<file path="src/rtl/key_pkg.sv">
// Shared definitions for the key debouncer: per-channel state encoding and counter sizing.
package key_pkg;

  localparam int unsigned STATE_W = 2;

  localparam logic [1:0] S_UP     = 2'd0;
  localparam logic [1:0] S_DEB_DN = 2'd1;
  localparam logic [1:0] S_DOWN   = 2'd2;
  localparam logic [1:0] S_DEB_UP = 2'd3;

  // Bits needed to hold values 0..max_val, never less than one.
  function automatic int unsigned cnt_width(input int unsigned max_val);
    return (max_val < 2) ? 1 : $clog2(max_val + 1);
  endfunction

endpackage

</file>
<file path="src/rtl/key_chan.sv">
// One debounced key channel: press/release debounce FSM, hold timer and registered event pulses.
module key_chan
  import key_pkg::*;
#(
  parameter int unsigned P_DEBOUNCE_MS = 20,
  parameter int unsigned P_LONG_MS     = 1000
) (
  input  logic clk,
  input  logic rst,
  input  logic tick,
  input  logic key_in,
  output logic o_key,
  output logic o_press,
  output logic o_release,
  output logic o_long,
  output logic evt_c
);

  localparam int unsigned DEB_W  = cnt_width(P_DEBOUNCE_MS - 1);
  localparam int unsigned HOLD_W = cnt_width(P_LONG_MS);

  logic [STATE_W-1:0] state, state_nxt;
  logic [DEB_W-1:0]   deb_cnt, deb_nxt;
  logic [HOLD_W-1:0]  hold_cnt, hold_nxt;
  logic               key_nxt, press_nxt, release_nxt, long_nxt;

  // State, counters and output pulse registers.
  always_ff @(posedge clk) begin
    if (rst) begin
      state     <= S_UP;
      deb_cnt   <= '0;
      hold_cnt  <= '0;
      o_key     <= 1'b0;
      o_press   <= 1'b0;
      o_release <= 1'b0;
      o_long    <= 1'b0;
    end else begin
      state     <= state_nxt;
      deb_cnt   <= deb_nxt;
      hold_cnt  <= hold_nxt;
      o_key     <= key_nxt;
      o_press   <= press_nxt;
      o_release <= release_nxt;
      o_long    <= long_nxt;
    end
  end

  // Next-state and next-output logic; the hold counter stops at P_LONG_MS so o_long fires once.
  always_comb begin
    state_nxt   = state;
    deb_nxt     = deb_cnt;
    hold_nxt    = hold_cnt;
    key_nxt     = o_key;
    press_nxt   = 1'b0;
    release_nxt = 1'b0;
    long_nxt    = 1'b0;
    case (state)
      S_UP: begin
        if (key_in) begin
          state_nxt = S_DEB_DN;
          deb_nxt   = '0;
        end
      end
      S_DEB_DN: begin
        if (!key_in) begin
          state_nxt = S_UP;
        end else if (tick) begin
          if (deb_cnt == DEB_W'(P_DEBOUNCE_MS - 1)) begin
            state_nxt = S_DOWN;
            key_nxt   = 1'b1;
            press_nxt = 1'b1;
            hold_nxt  = '0;
          end else begin
            deb_nxt = deb_cnt + DEB_W'(1);
          end
        end
      end
      S_DOWN: begin
        if (!key_in) begin
          state_nxt = S_DEB_UP;
          deb_nxt   = '0;
        end else if (tick && (hold_cnt != HOLD_W'(P_LONG_MS))) begin
          hold_nxt = hold_cnt + HOLD_W'(1);
          long_nxt = (hold_nxt == HOLD_W'(P_LONG_MS));
        end
      end
      S_DEB_UP: begin
        // A bounce back to pressed resumes the hold without an event.
        if (key_in) begin
          state_nxt = S_DOWN;
        end else if (tick) begin
          if (deb_cnt == DEB_W'(P_DEBOUNCE_MS - 1)) begin
            state_nxt   = S_UP;
            key_nxt     = 1'b0;
            release_nxt = 1'b1;
          end else begin
            deb_nxt = deb_cnt + DEB_W'(1);
          end
        end
      end
      default: state_nxt = S_UP;
    endcase
  end

  assign evt_c = press_nxt | release_nxt | long_nxt;

endmodule

</file>
<file path="src/rtl/key_debounce_n.sv">
// Multi-channel key debouncer: pin normalisation, 2-flop sync, shared 1 ms tick and per-channel FSMs.
module key_debounce_n
  import key_pkg::*;
#(
  parameter int unsigned P_SYSTEM_CLK  = 100_000_000,
  parameter int unsigned P_KEY_NUM     = 4,
  parameter int unsigned P_TICK_CYCLES = P_SYSTEM_CLK / 1000,
  parameter int unsigned P_DEBOUNCE_MS = 20,
  parameter int unsigned P_LONG_MS     = 1000,
  parameter bit          P_ACTIVE_LOW  = 1'b1
) (
  input  logic                 clk,
  input  logic                 rst,
  input  logic [P_KEY_NUM-1:0] i_key,
  output logic [P_KEY_NUM-1:0] o_key,
  output logic [P_KEY_NUM-1:0] o_press,
  output logic [P_KEY_NUM-1:0] o_release,
  output logic [P_KEY_NUM-1:0] o_long,
  output logic                 o_key_val
);

  localparam int unsigned TICK_W = cnt_width(P_TICK_CYCLES - 1);

  logic [P_KEY_NUM-1:0] key_norm, sync_q1, sync_q2, evt_c;
  logic [TICK_W-1:0]    tick_cnt;
  logic                 tick;

  assign key_norm = P_ACTIVE_LOW ? ~i_key : i_key;

  // Two-flop synchroniser; reset value is "released".
  always_ff @(posedge clk) begin
    if (rst) begin
      sync_q1 <= '0;
      sync_q2 <= '0;
    end else begin
      sync_q1 <= key_norm;
      sync_q2 <= sync_q1;
    end
  end

  // Shared tick: one cycle high at the terminal count of a 0..P_TICK_CYCLES-1 counter.
  assign tick = (tick_cnt == TICK_W'(P_TICK_CYCLES - 1));

  always_ff @(posedge clk) begin
    if (rst)       tick_cnt <= '0;
    else if (tick) tick_cnt <= '0;
    else           tick_cnt <= tick_cnt + TICK_W'(1);
  end

  for (genvar g = 0; g < P_KEY_NUM; g++) begin : g_chan
    key_chan #(
      .P_DEBOUNCE_MS(P_DEBOUNCE_MS),
      .P_LONG_MS    (P_LONG_MS)
    ) u_chan (
      .clk      (clk),
      .rst      (rst),
      .tick     (tick),
      .key_in   (sync_q2[g]),
      .o_key    (o_key[g]),
      .o_press  (o_press[g]),
      .o_release(o_release[g]),
      .o_long   (o_long[g]),
      .evt_c    (evt_c[g])
    );
  end

  // Registered from the channels' next-cycle events so it aligns with their pulse outputs.
  always_ff @(posedge clk) begin
    if (rst) o_key_val <= 1'b0;
    else     o_key_val <= |evt_c;
  end

endmodule

</file>
<file path="config.mk">
export PLATFORM = sky130hd
export DESIGN_NAME = key_debounce_n
export DESIGN_NICKNAME = d
export VERILOG_FILES = /design/src/rtl/key_pkg.sv /design/src/rtl/key_chan.sv /design/src/rtl/key_debounce_n.sv
export SDC_FILE = /design/constraint.sdc
export NUM_CORES = 1
export LEC_CHECK = 0
export ABC_CLOCK_PERIOD_IN_PS = 3030
export CAP_MARGIN = 10
export CORE_AREA = 2 2 116 118
export CTS_CLUSTER_DIAMETER = 120
export CTS_CLUSTER_SIZE = 16
export DETAILED_ROUTE_END_ITERATION = 8
export DIE_AREA = 0 0 118 120
export PLACE_DENSITY = 0.7
export SYNTH_ARGS = -nofsm -noshare
export SYNTH_HDL_FRONTEND = slang
export SYNTH_SLANG_ARGS = --single-unit
</file>
<file path="constraint.sdc">
create_clock -name clk -period 3.03 [get_ports clk]
set_clock_uncertainty 0.2 [all_clocks]
set_input_delay 0.606 -clock clk [delete_from_list [all_inputs] [get_ports clk]]
set_output_delay 0.606 -clock clk [all_outputs]
set_load 0.05 [all_outputs]
</file>
---- Word level (Yosys, flattened, before mapping) ----
Cells that the tools add are included.
Widths: inputs -> output; s select.
word-level totals
  output and inout bits ................... 17
  flip-flop bits (word level) ............. 110
  logic and storage cells ................. 317
  bits of input ports ..................... 6
operators by class
  bitwise gates (word level) .............. 9
  reductions and logical operators ........ 34
  muxes and demuxes ....................... 152
  equality and inequality tests ........... 81
  add/subtract/negate cells ............... 9
operators with widths
  operator               number
  $mux 10                20
  $mux 5                 24
  $pmux 10 s2            4
  $pmux 5 s4             4
  $mux 2                 32
  $mux 1                 60
  $ne 2x2->1 const B     26
  $reduce_and 6->1       8
  $add 10x1->10 const B  4
  $eq 10x10->1 const B   4
  $ne 10x10->1 const B   4
  $pmux 2 s4             4
  $ne 3x2->1 const B     10
  $ne 2x1->1 const B     14
  $reduce_and 7->1       4
  $add 5x1->5 const B    4
  $eq 5x5->1 const B     4
  $ne 3x3->1 const B     6
  $add 17x1->17 const B  1
  $eq 17x17->1 const B   1
  $eq 2x2->1 const B     8
  $reduce_and 4->1       4
  $reduce_bool 2->1      8
  $eq 2x1->1 const B     4
  7 further kinds        23

---- Depth between registers and ports, before layout ----
Gate-level depths: netlist of the first run.
  depth in word-level cells ............... 8
  depth in mapped cells ................... 10
  gate-level depth less buffers ........... 8

---- Modules after synthesis ----
From an unflattened synthesis of the first run, not the netlist that was laid out.
unflattened totals
  cell total of the unflattened synthesis .. 715
  area total of the unflattened synthesis .. 6132.1 sq um
modules (own cells, without submodules)
  module                            area each (sq um)  instances  seq. area each (sq um)  cells each
  key_chan at g_chan[2].u_chan ...  1330.0             2          420.4                   155
  key_chan at g_chan[1].u_chan      1286.2             1          420.4                   153
  key_chan at g_chan[0].u_chan      1176.1             1          420.4                   147
  key_debounce_n                    1009.7             1          520.5                   105

---- Least setup slack after synthesis of the first run ----
OpenSTA, ideal clock, no wires.
  path type ............................... reg-to-reg
  start ................................... reg tick_cnt[0]
  end ..................................... reg g_chan[1].u_chan.hold_cnt[1]
  slack ................................... 838 ps
  stages on the path, launching flop included .. 10
  setup time .............................. 70 ps
  arrival time ............................ 1921 ps
  required time ........................... 2760 ps
  buffers on the path ..................... 2
  cell sequence ........................... dfxtp_1 -> ha_1 -> clkbuf_2 -> nand3_1 -> or4_1 -> nor2_2 -> nand3_1 -> buf_4 -> or2_1 -> a21oi_1
between the ends
  longest elaborated chain between the ends .. 4
  elaborated cells between the ends (all ways) .. 5
  those cells by class .................... eq/ne: 3; reduce/logical: 2
RTL lines
  item                            RTL line              RTL
  start, declared                 key_debounce_n.sv:25  logic [TICK_W-1:0] tick_cnt;
  start signal, assigned          key_debounce_n.sv:47  else tick_cnt <= tick_cnt + TICK_W'(1);
  $eq 17x17->1 (*)                key_debounce_n.sv:42  assign tick = (tick_cnt == TICK_W'(P_TICK_CYCLES - 1));
  $logic_and 1x1->1               key_chan.sv:82        end else if (tick && (hold_cnt != HOLD_W'(P_LONG_MS))) begin
  $ne 2x1->1 (no line)            -
  $reduce_and 6->1 (no line) (*)  -
  end signal, assigned            key_chan.sv:40        hold_cnt <= hold_nxt;
  end, declared                   key_chan.sv:24        logic [HOLD_W-1:0] hold_cnt, hold_nxt;
Every way passes the cells marked *; elsewhere a longest branch is shown, timed or not.
A chain may end at the register's enable or synchronous reset.

---- Worst setup path in the final report of the first run ----
  start ................................... reg tick_cnt[0]
  end ..................................... reg o_key_val
between the ends
  longest elaborated chain between the ends .. 7
  elaborated cells between the ends (all ways) .. 46
  those cells by class .................... eq/ne: 1; mux: 32; bitwise: 8; reduce/logical: 5
RTL lines
  item                                  RTL line                                        RTL
  $eq 17x17->1 (*)                      key_debounce_n.sv:42
  $mux 1, or another cell as far along  key_chan.sv:91                                  end else if (tick) begin
  $mux 1 (on tied branches)             key_chan.sv:65, key_chan.sv:89, key_chan.sv:82
  $mux 1 (on tied branches)             key_chan.sv:57, key_chan.sv:79
  $or 1x1->1 or $mux 1 (tied branches)  key_chan.sv:105, key_chan.sv:57
  $or 1x1->1                            key_chan.sv:105                                 assign evt_c = press_nxt | release_nxt | long_nxt;
  $reduce_or 4->1 (*)                   key_debounce_n.sv:70                            else o_key_val <= |evt_c;
  end signal, assigned                  key_debounce_n.sv:70
  end, declared                         key_debounce_n.sv:19                            output logic o_key_val
Marked as above.

==> out/results.ini, run 1 <==
[cts]
htreeDepth = 3
clock-sinks = 110
root_buffer = clkbuf_16
path_clk_slew_ns = 0.07
ctsResizeCount = 0
cts_setup_buffers = 0
numCtsBuffers = 9
cts_hold_buf = 0
clk_path_buf_depth = 2
cts_tree = yes
worstSkewPairLatency_ns = 0.35

[worst_hold_path]
hp-start = sync_q1[2]
holdCritPathClass = flip-flop to flip-flop
min_to = sync_q2[2]
whs_path_depth = 1

[timing]
max_freq_mhz = 373
fin_crit_ns = 2.68
drv_slew = 0
fin_tns_setup_ns = 0
layout_worst_path_cycle_share = 0.885
final_hold_viol_count = 0
setup_viol = 0
slew_headroom = 0.468
whs_ns = 0.240
tightest_slew_ns = 0.794
rsz0062_at_grt = no

[finish]
layout_common_cells = dfxtp_1, nor2_1, a21oi_1
drive_gt1_frac = 0.0647
syn_to_final_growth_pct = 8.96
final_common_cell = dfxtp_1
nets = 714
n_antenna_cell = 0
finalNonFillerCells = 871

[drt]
vias_per_cell = 5.61
first_iter_violations = 242
wl_per_cell_um = 14.1
drc = 0
vias = 4884
antenna_left = 0
wirelength_um = 12200
first_pass_iters = 5

[floorplanning]
placementRows = 42
chipWidth_um = 118
ios = 23
die-area_um2 = 14200
die_y_um = 120
core_um2 = 13000
initial_core_util = 0.442

[power]
powerDensity_nw_per_um2 = 448
p_clk_frac = 0.438
combinationalPowerShare = 0.035
p_switching_mw = 0.588
p_int_mw = 2.21
seq_power_share = 0.527
p_leak_nw = 2.15
p_sw_frac = 0.210
ir_drop_mv = 0.240

[logic_synthesis]
synth_edf_count = 0
synth_fa_ha_area_frac = 0.0371
syn_nets = 728
yosys.area_share.simple = 0.307
syn-instance-count = 705
synth-compound-area-share = 0.151
synth_ff_type = dfxtp_1
synthXorXnorAreaFrac = 0.0504
synth_top_family_by_area = simple AND/OR/NAND/NOR gates
synth.distinct_cells = 68
syn_avg_cell_area_um2 = 8.14
syn_area_um2 = 5740
synth_seq_cells = 110
ys_seq_area_frac = 0.384
muxShareOfSynthArea = 0.0124
yosysWarnings = 0
synth_async_sr_flop_share = 0

[worst_setup_path]
worstPathCellList = ha_1 > and4_1 > and4_1 > nand3_1 > and4bb_2 > nand2_1 > a41oi_1
path_delay_family = simple AND/OR/NAND/NOR gates
critPathMaxFanout = 10
r2r_start = tick_cnt[0]
path_buf_inv = 0
crit_required_ns = 3.10
start_kind = flip-flop
cp.arrival_ns = 2.75
regToRegSetupSlack_ns = 0.35
cp-end-kind = flip-flop
cp_slowest_stage_delay_ns = 0.46
slowest_stage = and4_1
cp_common_cell = and4_1
rr_worst_depth = 7
timing.rr.end = o_key_val
worst-setup-path-type = flip-flop to flip-flop

[grt]
grt_max_degree = 46
gr-usage-all-layers = 0.178
grt-ovfl-total = 0
antenna_found_initial = 0
grt_pass1_wl_um = 21200
grt_pass1_vias = 4678

[placement]
dpl.hpwl_um = 8550
portBuffers = 22
dp.cells = 856
place_congestion = 0.885

[run]
maxCapViolCount = 0

[run_status]
status = completed

cell type report:
type	instances	area, µm²
clock inverter	4	72.6
timing repair buffer	27	265
tap	176	220
clock buffer	11	233
inverter	15	56.3
multi-input combinational	528	3200
fill	1253	6730
sequential	110	2200
cells by family after synthesis:
group / after synthesis
simple gates: 325
compound gates: 146
flops: 110
buf+inv: 67
xor+xnor: 33
fa+ha+maj: 17
mux: 7
sequential cells by signal, indices dropped and copies added (netlist names), named ones only:
| name | count |
|---|---|
| tick_cnt | 17 |
| g_chan.u_chan.o_release | 4 |
| g_chan.u_chan.o_key | 4 |
| g_chan.u_chan.state | 4 |
| g_chan.u_chan.hold_cnt | 40 |
| sync_q1 | 4 |
| g_chan.u_chan.deb_cnt | 20 |
| g_chan.u_chan.o_long | 4 |
| sync_q2 | 4 |
| g_chan.u_chan.o_press | 4 |
| o_key_val | 1 |
per-stage QoR:
stage	instance area [µm²]	worst slack, ns	util	total power [mW]
floorplan	5740	0.838	-	1.58
global placement	5950	0.447	0.458	1.61
detailed placement	5950	0.383	0.458	1.61
CTS	6250	0.331	0.482	2.82
global route	6250	0.174	0.482	2.89
finish	6250	0.349	0.482	2.80
per-layer routing:
metal | vias up | wire (µm) | share of wire | global-route usage
met1 | 2306 | 5630 | 0.46 | 0.219
met3 | 24 | 429 | 0.035 | 0.0352
li1 | 2470 | - | - | -
met2 | 84 | 5900 | 0.48 | 0.302
met5 | - | 0 | 0 | 0
met4 | 0 | 283 | 0.023 | 0.0828
worst max-delay path by stage:
stage	depth (start not counted)	slack [ns]	end	startpoint
global route	7	0.17	o_key_val	tick_cnt[0]
detailed placement	7	0.38	o_key_val	tick_cnt[0]
CTS	7	0.33	o_key_val	tick_cnt[0]
finish	7	0.35	o_key_val	tick_cnt[0]
global placement	7	0.45	o_key_val	tick_cnt[0]
floorplan	9	0.84	g_chan[1].u_chan.hold_cnt[1]	tick_cnt[0]
power by group through the flow:
stage               logic (mW)  registers [mW]  clock network (mW)
global route             0.107            1.48                1.31
floorplan               0.0833            1.50                   0
global placement        0.0962            1.51                   0
CTS                     0.0988            1.48                1.25
finish                  0.0979            1.48                1.23
detailed placement      0.0982            1.51                   0
cell usage after synthesis, types with 7 or more instances:
cell type / number / share of area
o21ai_0: 41 / 0.036
xnor2_1: 7 / 0.011
nand3_1: 29 / 0.025
inv_1: 15 / 0.0098
clkbuf_1: 24 / 0.016
nand3b_1: 9 / 0.012
nor3b_1: 8 / 0.010
and3_1: 19 / 0.021
a41oi_1: 8 / 0.012
dfxtp_1: 110 / 0.38
nand2_1: 49 / 0.032
ha_1: 17 / 0.037
buf_2: 7 / 0.0061
nor2b_1: 10 / 0.011
and2_1: 7 / 0.0076
nand4_1: 16 / 0.017
nor2_1: 95 / 0.062
xor2_1: 26 / 0.040
a21oi_1: 52 / 0.045
nor3_1: 20 / 0.017
buf_4: 17 / 0.022
and4_1: 7 / 0.011
a31oi_1: 11 / 0.012
No activity file was read; power rests on OpenSTA's default activity.
==> run 2: changes to the inputs <==
--- a/config.mk
+++ b/config.mk
@@ -13,6 +13,7 @@
 export DETAILED_ROUTE_END_ITERATION = 8
 export DIE_AREA = 0 0 118 120
 export PLACE_DENSITY = 0.7
+export SETUP_SLACK_MARGIN = 0.15
 export SYNTH_ARGS = -nofsm -noshare
 export SYNTH_HDL_FRONTEND = slang
 export SYNTH_SLANG_ARGS = --single-unit
==> constraint.sdc (replaced) <==
create_clock -name clk -period 3.03 [get_ports clk]
set_clock_uncertainty 0.2 [all_clocks]
set_input_delay 0.4545 -clock clk [delete_from_list [all_inputs] [get_ports clk]]
set_output_delay 0.4545 -clock clk [all_outputs]
set_load 0.05 [all_outputs]
==> out/results.ini, run 2 (same netlist as run 1, synthesis figures left out) <==
[cts]
clock-sinks = 110  ; unchanged
worstSkewPairLatency_ns = 0.35  ; about the same
htreeDepth = 3  ; unchanged
path_clk_slew_ns = 0.06  ; was 0.07 ns
cts_tree = yes  ; unchanged
root_buffer = clkbuf_16  ; unchanged
numCtsBuffers = 9  ; unchanged
clk_path_buf_depth = 2  ; unchanged

[worst_setup_path]
start_kind = flip-flop  ; unchanged
cp-end-kind = flip-flop  ; unchanged
worst-setup-path-type = flip-flop to flip-flop  ; unchanged
regToRegSetupSlack_ns = 0.34  ; was 0.35 ns
cp_slowest_stage_delay_ns = 0.43  ; was 0.46 ns
cp_common_cell = nand3_1  ; was and4_1
worstPathCellList = ha_1 > nand3_1 > or4_1 > nor2_2 > nand3_1 > or2_1 > a21oi_1  ; was ha_1 > and4_1 > and4_1 > nand3_1 > and4bb_2 > nand2_1 > a41oi_1
cp.arrival_ns = 2.76  ; was 2.75 ns
slowest_stage = or4_1  ; was and4_1
critPathMaxFanout = 11  ; was 10
crit_required_ns = 3.10  ; about the same

[drt]
wirelength_um = 12100  ; was 12200 µm
drc = 0  ; unchanged
wl_per_cell_um = 14.0  ; was 14.1 µm
vias = 4862  ; was 4884
antenna_left = 0  ; unchanged
vias_per_cell = 5.60  ; was 5.61
first_iter_violations = 329  ; was 242
first_pass_iters = 5  ; unchanged

[grt]
use_met3 = 0.0223  ; was 0.0352
gr-usage-met2 = 0.313  ; was 0.302
grt_max_degree = 47  ; was 46
grt_pass1_wl_um = 21100  ; was 21200 µm
grt-ovfl-total = 0  ; unchanged
grt_pass1_vias = 4607  ; was 4678
use_met1 = 0.221  ; was 0.219
antenna_found_initial = 0  ; unchanged
gr-max-usage-layer = met2  ; unchanged
gr-usage-all-layers = 0.177  ; was 0.178

[floorplanning]
initial_core_util = 0.442  ; unchanged
die-area_um2 = 14200  ; unchanged
die_y_um = 120  ; unchanged
ios = 23  ; unchanged
core_um2 = 13000  ; unchanged
chipWidth_um = 118  ; unchanged
placementRows = 42  ; unchanged

[power]
powerDensity_nw_per_um2 = 438  ; was 448 nW/µm²
ir_drop_mv = 0.321  ; was 0.240 mV
finalPower_mw = 2.71  ; was 2.80 mW
p_leak_nw = 2.13  ; was 2.15 nW

[finish]
syn_to_final_growth_pct = 8.16  ; was 8.96%
layout_common_cells = dfxtp_1, nor2_1, a21oi_1  ; unchanged
largest_reg_flops = 40  ; unchanged
n_antenna_cell = 0  ; unchanged
regMostFlops = g_chan.u_chan.hold_cnt  ; unchanged
drive_gt1_frac = 0.0636  ; was 0.0647
utilization = 0.478  ; was 0.482
final_common_cell = dfxtp_1  ; unchanged
nets = 713  ; was 714
top_regs = g_chan.u_chan.hold_cnt x40, g_chan.u_chan.deb_cnt x20, tick_cnt x17  ; unchanged

[run_status]
status = completed  ; unchanged

[timing]
fin_tns_setup_ns = 0  ; unchanged
tightest_slew_ns = 0.789  ; was 0.794 ns
setup_viol = 0  ; unchanged
max_freq_mhz = 372  ; was 373 MHz
drv_slew = 0  ; unchanged
slew_headroom = 0.472  ; was 0.468
final_hold_viol_count = 0  ; unchanged
fin_crit_ns = 2.69  ; was 2.68 ns
rsz0062_at_grt = no  ; unchanged
layout_worst_path_cycle_share = 0.887  ; was 0.885

[run]
maxCapViolCount = 0  ; unchanged

[placement]
portBuffers = 22  ; unchanged
place_congestion = 0.920  ; was 0.885
dpl.hpwl_um = 8640  ; was 8550 µm

[worst_hold_path]
holdCritPathClass = flip-flop to flip-flop  ; unchanged

-- run 2: cell types whose count changed in the layout (fill, tap and decap cells not counted) --
| cell | before | now |
|---|---|---|
| and4_1 | 7 | 6 |
| and4_2 | 1 | 2 |
| buf_12 | 1 | 0 |
| bufinv_16 | 2 | 1 |
| clkbuf_1 | 2 | 1 |
| clkbuf_8 | 0 | 1 |
| clkinvlp_4 | 1 | 0 |
-- run 2: worst paths after layout --
check,endpoint,startpoint,cells after the start
max,g_chan[1].u_chan.hold_cnt[1],tick_cnt[0],7
min reg2reg,sync_q2[0],sync_q1[0],1
min,sync_q2[0],sync_q1[0],1
max reg2reg,g_chan[1].u_chan.hold_cnt[1],tick_cnt[0],7
-- run 2: per-layer routing --
metal  vias to the layer above  part of all wire  routed length (µm)
met4                         0             0.017                 200
met1                      2312              0.46                5620
met3                        15             0.026                 313
met5                         -                 0                   0
li1                       2450                 -                   -
met2                        85              0.49                5980
-- run 2: area by class of cell --
type	instances	area (µm²)
fillers	1268	6780
repair buffers	26	245
clock buffers	11	243
clock inverters	2	35.0
flip-flops and latches	110	2200
multi-input cells	528	3200
well taps	176	220
inverters	15	56.3
-- run 2: critical path, delay by kind of cell, from the launching register on --
family	cells	cell delay, ns
DFF	1	0.36
and+or+nand+nor	5	1.61
AOI/OAI and AO/OA	1	0.15
adders and majority gates	1	0.30
-- run 2: through the flow --
stage	worst slack [ns]	instance area [µm²]	hold WS, ns	cells
6_report	0.343	6200	0.241	868
5_1_grt	0.173	6200	0.252	868
4_1_cts	0.305	6200	0.247	868
3_5_place_dp	0.323	5930	0.224	855
3_3_place_gp	0.342	5930	0.220	855
2_1_floorplan	0.838	5740	0.214	705
-- run 2: where the power goes --
part           switching (mW)  internal, mW  leakage, nW  total (mW)
clock network           0.494         0.649        0.137        1.14
logic                  0.0609        0.0342         1.11      0.0952
registers              0.0168          1.46        0.889        1.48
-- run 2: what timing repair did --
item | 4_1_cts | 5_1_grt
setup buffers | 0 | 0
gates resized for setup | 0 | 1
hold buffers | 0 | 0
setup endpoints to repair | 0 | 1
==> run 3: changes to the inputs <==
--- a/config.mk
+++ b/config.mk
@@ -6,12 +6,13 @@
 export NUM_CORES = 1
 export LEC_CHECK = 0
 export ABC_CLOCK_PERIOD_IN_PS = 3030
-export CAP_MARGIN = 10
+export CAP_MARGIN = 20
 export CORE_AREA = 2 2 116 118
 export CTS_CLUSTER_DIAMETER = 120
 export CTS_CLUSTER_SIZE = 16
 export DETAILED_ROUTE_END_ITERATION = 8
 export DIE_AREA = 0 0 118 120
+export HOLD_SLACK_MARGIN = 0.1
 export PLACE_DENSITY = 0.7
 export SETUP_SLACK_MARGIN = 0.15
 export SYNTH_ARGS = -nofsm -noshare
==> results of run 3 <==
Final layout, timing and power as in run 2 (identical DEF).
